==> src/rtl/ahb_master_arb.sv <==
// AHB arbiter and master mux: NUM_MST masters share one slave-side AHB port.
// Grant changes only at arbitration points (idle, last beat of a fixed burst,
// or end of an open INCR), never while the address-phase owner is locked.
// The grant is presented combinationally in the arbitration cycle so the new
// owner drives the very next address phase with no IDLE bubble.
// Optional build macro: ARB_FIXED_PRIO_EN selects fixed priority (lowest index
// wins) instead of round-robin.
module ahb_master_arb #(
  parameter int unsigned NUM_MST      = 2,
  parameter int unsigned HADDR_WIDTH  = 32,
  parameter int unsigned DATA_WIDTH   = 32,
  parameter int unsigned HBURST_WIDTH = 3
) (
  input  logic                                  hclk,
  input  logic                                  hresetn,
  input  logic [NUM_MST-1:0]                    m_hbusreq,
  input  logic [NUM_MST-1:0]                    m_hlock,
  output logic [NUM_MST-1:0]                    m_hgrant,
  input  logic [NUM_MST*HADDR_WIDTH-1:0]        m_haddr,
  input  logic [NUM_MST*2-1:0]                  m_htrans,
  input  logic [NUM_MST-1:0]                    m_hwrite,
  input  logic [NUM_MST*3-1:0]                  m_hsize,
  input  logic [NUM_MST*HBURST_WIDTH-1:0]       m_hburst,
  input  logic [NUM_MST*DATA_WIDTH-1:0]         m_hwdata,
  input  logic [NUM_MST*(DATA_WIDTH/8)-1:0]     m_hwstrb,
  output logic [HADDR_WIDTH-1:0]                haddr,
  output logic [1:0]                            htrans,
  output logic                                  hwrite,
  output logic [2:0]                            hsize,
  output logic [HBURST_WIDTH-1:0]               hburst,
  output logic                                  hmasterlock,
  output logic [DATA_WIDTH-1:0]                 hwdata,
  output logic [DATA_WIDTH/8-1:0]               hwstrb,
  output logic [2:0]                            hmaster,
  input  logic                                  hready,
  input  logic                                  hresp,
  input  logic [DATA_WIDTH-1:0]                 hrdata,
  output logic                                  m_hready,
  output logic                                  m_hresp,
  output logic [DATA_WIDTH-1:0]                 m_hrdata
);

  localparam int unsigned STRB_W = DATA_WIDTH / 8;

  typedef enum logic [1:0] {
    TR_IDLE   = 2'd0,
    TR_BUSY   = 2'd1,
    TR_NONSEQ = 2'd2,
    TR_SEQ    = 2'd3
  } htrans_e;

  typedef enum logic [2:0] {
    BU_SINGLE = 3'd0,
    BU_INCR   = 3'd1,
    BU_WRAP4  = 3'd2,
    BU_INCR4  = 3'd3,
    BU_WRAP8  = 3'd4,
    BU_INCR8  = 3'd5,
    BU_WRAP16 = 3'd6,
    BU_INCR16 = 3'd7
  } hburst_e;

  // Per-master slices padded to 8 entries so the 3-bit owner index selects exactly.
  logic [HADDR_WIDTH-1:0]  addr_a  [8];
  logic [1:0]              trans_a [8];
  logic                    write_a [8];
  logic [2:0]              size_a  [8];
  logic [HBURST_WIDTH-1:0] burst_a [8];
  logic [DATA_WIDTH-1:0]   wdata_a [8];
  logic [STRB_W-1:0]       wstrb_a [8];
  logic [7:0]              req8;
  logic [7:0]              lock8;

  for (genvar g = 0; g < 8; g++) begin : g_pad
    if (g < NUM_MST) begin : g_m
      assign addr_a[g]  = m_haddr[g*HADDR_WIDTH +: HADDR_WIDTH];
      assign trans_a[g] = m_htrans[g*2 +: 2];
      assign write_a[g] = m_hwrite[g];
      assign size_a[g]  = m_hsize[g*3 +: 3];
      assign burst_a[g] = m_hburst[g*HBURST_WIDTH +: HBURST_WIDTH];
      assign wdata_a[g] = m_hwdata[g*DATA_WIDTH +: DATA_WIDTH];
      assign wstrb_a[g] = m_hwstrb[g*STRB_W +: STRB_W];
    end else begin : g_z
      assign addr_a[g]  = '0;
      assign trans_a[g] = '0;
      assign write_a[g] = 1'b0;
      assign size_a[g]  = '0;
      assign burst_a[g] = '0;
      assign wdata_a[g] = '0;
      assign wstrb_a[g] = '0;
    end
  end

  assign req8  = 8'(m_hbusreq);
  assign lock8 = 8'(m_hlock);

  logic [NUM_MST-1:0] grant_q;
  logic [2:0]         addr_owner;
  logic [2:0]         data_owner;
  logic [4:0]         cnt_q;
  logic               open_q;
`ifndef ARB_FIXED_PRIO_EN
  logic [2:0]         rr_ptr;
`endif

  htrans_e            cur_trans;
  hburst_e            cur_burst;
  logic               own_lock;
  logic               own_req;
  logic [4:0]         cnt_nxt;
  logic               open_nxt;
  logic               last_beat;
  logic               open_end;
  logic               arb_pt;
  logic [2:0]         win;
  logic               found;
  logic [NUM_MST-1:0] nxt_grant;
  logic [2:0]         grant_idx;

  assign cur_trans = htrans_e'(trans_a[addr_owner]);
  assign cur_burst = hburst_e'(burst_a[addr_owner][2:0]);
  assign own_lock  = lock8[addr_owner];
  assign own_req   = req8[addr_owner];

  // Slave-side mux: address/control from the address owner, write data from the data owner.
  assign haddr       = addr_a[addr_owner];
  assign htrans      = trans_a[addr_owner];
  assign hwrite      = write_a[addr_owner];
  assign hsize       = size_a[addr_owner];
  assign hburst      = burst_a[addr_owner];
  assign hmasterlock = own_lock;
  assign hmaster     = addr_owner;
  assign hwdata      = wdata_a[data_owner];
  assign hwstrb      = wstrb_a[data_owner];

  assign m_hready = hready;
  assign m_hresp  = hresp;
  assign m_hrdata = hrdata;

  // Beat counter next value for the transfer currently in the address phase.
  always_comb begin
    cnt_nxt  = cnt_q;
    open_nxt = open_q;
    case (cur_trans)
      TR_IDLE: begin
        cnt_nxt  = '0;
        open_nxt = 1'b0;
      end
      TR_NONSEQ: begin
        open_nxt = (cur_burst == BU_INCR);
        case (cur_burst)
          BU_WRAP4,  BU_INCR4:  cnt_nxt = 5'd3;
          BU_WRAP8,  BU_INCR8:  cnt_nxt = 5'd7;
          BU_WRAP16, BU_INCR16: cnt_nxt = 5'd15;
          default:              cnt_nxt = '0;
        endcase
      end
      TR_SEQ: begin
        if (!open_q && cnt_q != '0) cnt_nxt = cnt_q - 5'd1;
      end
      default: ;
    endcase
  end

  // Arbitration point: hready, owner unlocked, and a burst/idle boundary reached.
  always_comb begin
    last_beat = ((cur_trans == TR_NONSEQ) || (cur_trans == TR_SEQ)) &&
                !open_nxt && (cnt_nxt == '0);
    open_end  = open_nxt && !own_req;
    arb_pt    = hresetn && hready && !own_lock &&
                ((cur_trans == TR_IDLE) || last_beat || open_end);
  end

  // Winner selection; with no requests the winner defaults to master 0 (parking).
  always_comb begin
    win   = '0;
    found = 1'b0;
`ifdef ARB_FIXED_PRIO_EN
    for (int unsigned i = 0; i < 8; i++) begin
      if (!found && req8[i]) begin
        win   = 3'(i);
        found = 1'b1;
      end
    end
`else
    // Two passes implement the wrap: first above the pointer, then from 0.
    for (int unsigned i = 0; i < 8; i++) begin
      if (!found && req8[i] && (3'(i) > rr_ptr)) begin
        win   = 3'(i);
        found = 1'b1;
      end
    end
    for (int unsigned i = 0; i < 8; i++) begin
      if (!found && req8[i]) begin
        win   = 3'(i);
        found = 1'b1;
      end
    end
`endif
  end

  // One-hot grant: new winner during an arbitration point, otherwise held.
  always_comb begin
    for (int unsigned i = 0; i < NUM_MST; i++) nxt_grant[i] = (win == 3'(i));
    m_hgrant  = arb_pt ? nxt_grant : grant_q;
    grant_idx = '0;
    for (int unsigned i = 0; i < NUM_MST; i++) begin
      if (m_hgrant[i]) grant_idx = 3'(i);
    end
  end

  // Ownership pipeline, beat state, grant and pointer registers.
  always_ff @(posedge hclk) begin
    if (!hresetn) begin
      grant_q    <= {{(NUM_MST-1){1'b0}}, 1'b1};
      addr_owner <= '0;
      data_owner <= '0;
      cnt_q      <= '0;
      open_q     <= 1'b0;
`ifndef ARB_FIXED_PRIO_EN
      rr_ptr     <= '0;
`endif
    end else begin
      grant_q <= m_hgrant;
      if (hready) begin
        addr_owner <= grant_idx;
        data_owner <= addr_owner;
        cnt_q      <= cnt_nxt;
        open_q     <= open_nxt;
      end
`ifndef ARB_FIXED_PRIO_EN
      if (arb_pt && found) rr_ptr <= win;
`endif
    end
  end

endmodule

==> config.mk <==
export PLATFORM = sky130hd
export DESIGN_NAME = ahb_master_arb
export DESIGN_NICKNAME = d
export VERILOG_FILES = /design/src/rtl/ahb_master_arb.sv
export SDC_FILE = /design/constraint.sdc
export NUM_CORES = 1
export LEC_CHECK = 0
export ABC_CLOCK_PERIOD_IN_PS = 7000
export CORE_AREA = 10 10 112 114
export DETAILED_ROUTE_END_ITERATION = 12
export DIE_AREA = 0 0 122 124
export PLACE_DENSITY = 0.8
export SYNTH_ARGS = -nofsm -noshare
export SYNTH_HDL_FRONTEND = slang
export SYNTH_SLANG_ARGS = --single-unit
==> constraint.sdc <==
create_clock -name hclk -period 7 [get_ports hclk]
set_input_delay 1.4 -clock hclk [delete_from_list [all_inputs] [get_ports hclk]]
set_output_delay 1.4 -clock hclk [all_outputs]
set_load 0.01 [all_outputs]
==> impl_metrics.csv <==
group,metric,value,unit
timing,final.period_utilization,76.1,%
clock_network,holdBufCountCts,0,
floorplan,die_x,122,um
grt,track_usage,13.3,%
synth,netlist_area,1980,um2
grt,grt_max_degree,42,
clock_network,postCtsSetupBuffers,0,
floorplan,fp.dieArea,15100,um2
setup_path,start_kind,"input pin",
min_path,hp-class,"flop to flop",
placed_design,numPortBuffers,242,
clock_network,cts_resized,0,
synth,synth_top_area_cell,"mux2_2",
synth,syn_inst,219,
drt,viasPerCell,4.39,
power,max-vdd-ir-drop,0.0000482,V
synth,synthXorXnorAreaFrac,0,%
timing,whs,479,ps
clock_network,cts_buffers,3,
drt,drcViolationCount,0,
power,p_per_area,93.6,nW/um2
drt,antenna_left,0,
status,status,"finished, final reports clean",
drt,vias,2438,
placed_design,routabilityCongestion,0.856,
layout,multiInputGateArea,1400,um2
flow_run,drv_cap,0,
grt,grt_pass1_vias,2729,
setup_path,crit_buf_inv,3,
synth,yosys.area_share.simple,10.4,%
clock_network,cts_tree,"done",
floorplan,ios,311,
synth,synth_top_area_share,42.2,%
timing,tightestPinTransition,844,ps
layout,num-nets-final,615,
synth,synth.mux.area_fraction,47.0,%
power,p_leak,1.56,nW
floorplan,design.core.area,10200,um2
layout,regArea,223,um2
synth,synth_adder_area_share,0.633,%
timing,hold_viol,0,
layout,finalNonFillerCells,555,
layout,fillers,978,
clock_network,insertion_delay,240,ps
grt,grt.overflow.total,0,
clock_network,htreeDepth,1,
drt,wire_per_inst,20.1,um
synth,yosysWarningCount,0,
floorplan,start_util,19.3,%
synth,avgSynthCellArea,9.03,um2
timing,finalWorstPathRequiredPeriod,5330,ps
setup_path,cp_slowest_cell,"clkdlybuf4s50_1",
floorplan,num_rows,37,
setup_path,crit_family,"buffers and inverters",
layout,fin_util,42.1,%
grt,antenna_found_initial,0,
clock_network,clkSinkCount,11,
floorplan,dieHeight,124,um
synth,synth_common_cells,"mux2_2, buf_4, dfxtp_1, nand2_1",
synth,synth_edf_count,0,
setup_path,slowest_delay,590,ps
setup_path,crit_top_cell,"clkdlybuf4s50_1",
synth,synth_compound_area_share,12.7,%
placed_design,dp_hpwl,9920,um
timing,drv_slew,0,
clock_network,cts_root_buf,"clkbuf_8",
timing,slew_headroom,43.7,%
synth,synth_top_family_by_area,"multiplexers",
synth,async_flop_share,0,%
setup_path,endpoint_kind,"output port",
synth,ys.flop_type,"dfxtp_1",
synth,ys_ff_latch,11,
clock_network,clockBufferDepth,2,
timing,finalSetupTns,0,ps
timing,rsz0062_at_grt,"false",
synth,yosysSeqAreaShare,11.1,%
grt,grt_pass1_wl,15800,um
timing,finClkSkew,8.83,ps
layout,antenna_cells,0,
timing,fmax,188,MHz
clock_network,clk_pin_slew,40,ps
drt,dr.first_iter.drc_count,38,
synth,synth_area_leaders,"mux2_2, buf_4, dfxtp_1",
synth,yosysUniqueCellTypes,50,
setup_path,rrSetupSlack,4440,ps
drt,drt_pass1_iterations,4,
synth,yosys.cell_count.top_type,"mux2_2",
drt,wirelength,11200,um
layout,drive_gt1_share,21.0,%
placed_design,dpl.cell_count,551,
setup_path,path_cells,"clkdlybuf4s50_1 -> mux2i_4 -> inv_4 -> a22o_1 -> a32oi_2 -> o2111ai_2 -> nor3b_1 -> nor2_1 -> clkdlybuf4s50_1",
setup_path,critPathRequiredTime,5600,ps
layout,syn2layout_area_growth,118,%
setup_path,critPathArrivalTime,3930,ps
setup_path,critical_path.max_fanout,8,
setup_path,crit_type,"input pin to output port",
timing,finalSetupViolCount,0,
-- tightest hold or removal path, cell delays in order (launching register included) --
cell,delay [ps]
dfxtp_1,330
nand2_1,60
a21oi_1,40
-- routing by layer --
metal / global-route usage, % / part of all wire, % / vias up
li1: - / - / 1162
met1: 12.7 / 35 / 1097
met2: 24.7 / 51 / 164
met3: 6.88 / 13 / 15
met4: 3.06 / 1.2 / 0
met5: 0 / 0 / -
-- cell usage in the layout (no fill, tap or decap), types with 2 or more instances in the layout --
cell type,netlist,final
o21ai_0,4,4
nand3_1,3,3
o211ai_1,2,2
conb_1,1,2
clkdlybuf4s50_1,0,242
clkbuf_8,0,3
nor3b_1,2,2
nor3_1,3,3
o211a_1,2,2
o2111ai_1,2,2
dfxtp_1,11,9
a21o_1,3,3
dfxtp_2,0,2
a211oi_1,2,2
mux2i_4,2,2
a22oi_1,2,2
nor2_1,4,4
mux2i_1,5,5
mux2_2,74,74
inv_1,6,6
nor2b_1,5,5
a21oi_1,4,4
nor4_1,2,2
nand2_1,8,8
-- final cells by class --
class	count	area share, %
Tap cell	136	3.95
Inverter	8	0.756
Sequential cell	11	5.17
Clock buffer	4	1.05
Multi-Input combinational cell	153	32.6
Timing Repair Buffer	243	56.5
-- cell families after synthesis --
kind of cell             count (synthesis)
flip-flops                              11
other                                    1
buffers and inverters                   56
AND/OR/NAND/NOR                         36
multiplexers                            81
adder cells (fa/ha/maj)                  1
AO/OA/AOI/OAI                           33
-- power by group --
group          total (W)  internal [W]  switching, W
Clock          0.0000638     0.0000400     0.0000239
Sequential     0.0000725     0.0000658    0.00000667
Combinational   0.000266      0.000179     0.0000878
Total           0.000403      0.000284      0.000118
-- worst paths after layout --
kind	start	to	cells after the start
worst max register to register	hmaster[0]$_SDFFE_PN0P_	hmaster[0]$_SDFFE_PN0P_	7
worst min-delay path	cnt_q[4]$_SDFFE_PN0P_	cnt_q[4]$_SDFFE_PN0P_	2
worst min register to register	cnt_q[4]$_SDFFE_PN0P_	cnt_q[4]$_SDFFE_PN0P_	2
worst max-delay path	m_htrans[2]	m_hgrant[0]	9
-- per-stage QoR --
| step | power [W] | area [um2] | setup slack [ps] |
|---|---|---|---|
| global route | 0.000426 | 4300 | 1510 |
| detailed placement | 0.000342 | 4260 | 1680 |
| finish | 0.000403 | 4300 | 1670 |
| floorplan | 0.000186 | 1980 | 2890 |
| CTS | 0.000407 | 4300 | 1650 |
| global placement | 0.000339 | 4260 | 1670 |
-- sequential cells by signal, indices dropped and copies added, names as in the netlist --
| signal | cells |
|---|---|
| hmaster | 1 |
| grant_q | 2 |
| open_q | 1 |
| rr_ptr | 1 |
| data_owner | 1 |
| cnt_q | 5 |
No activity file was read; power rests on OpenSTA's default activity.
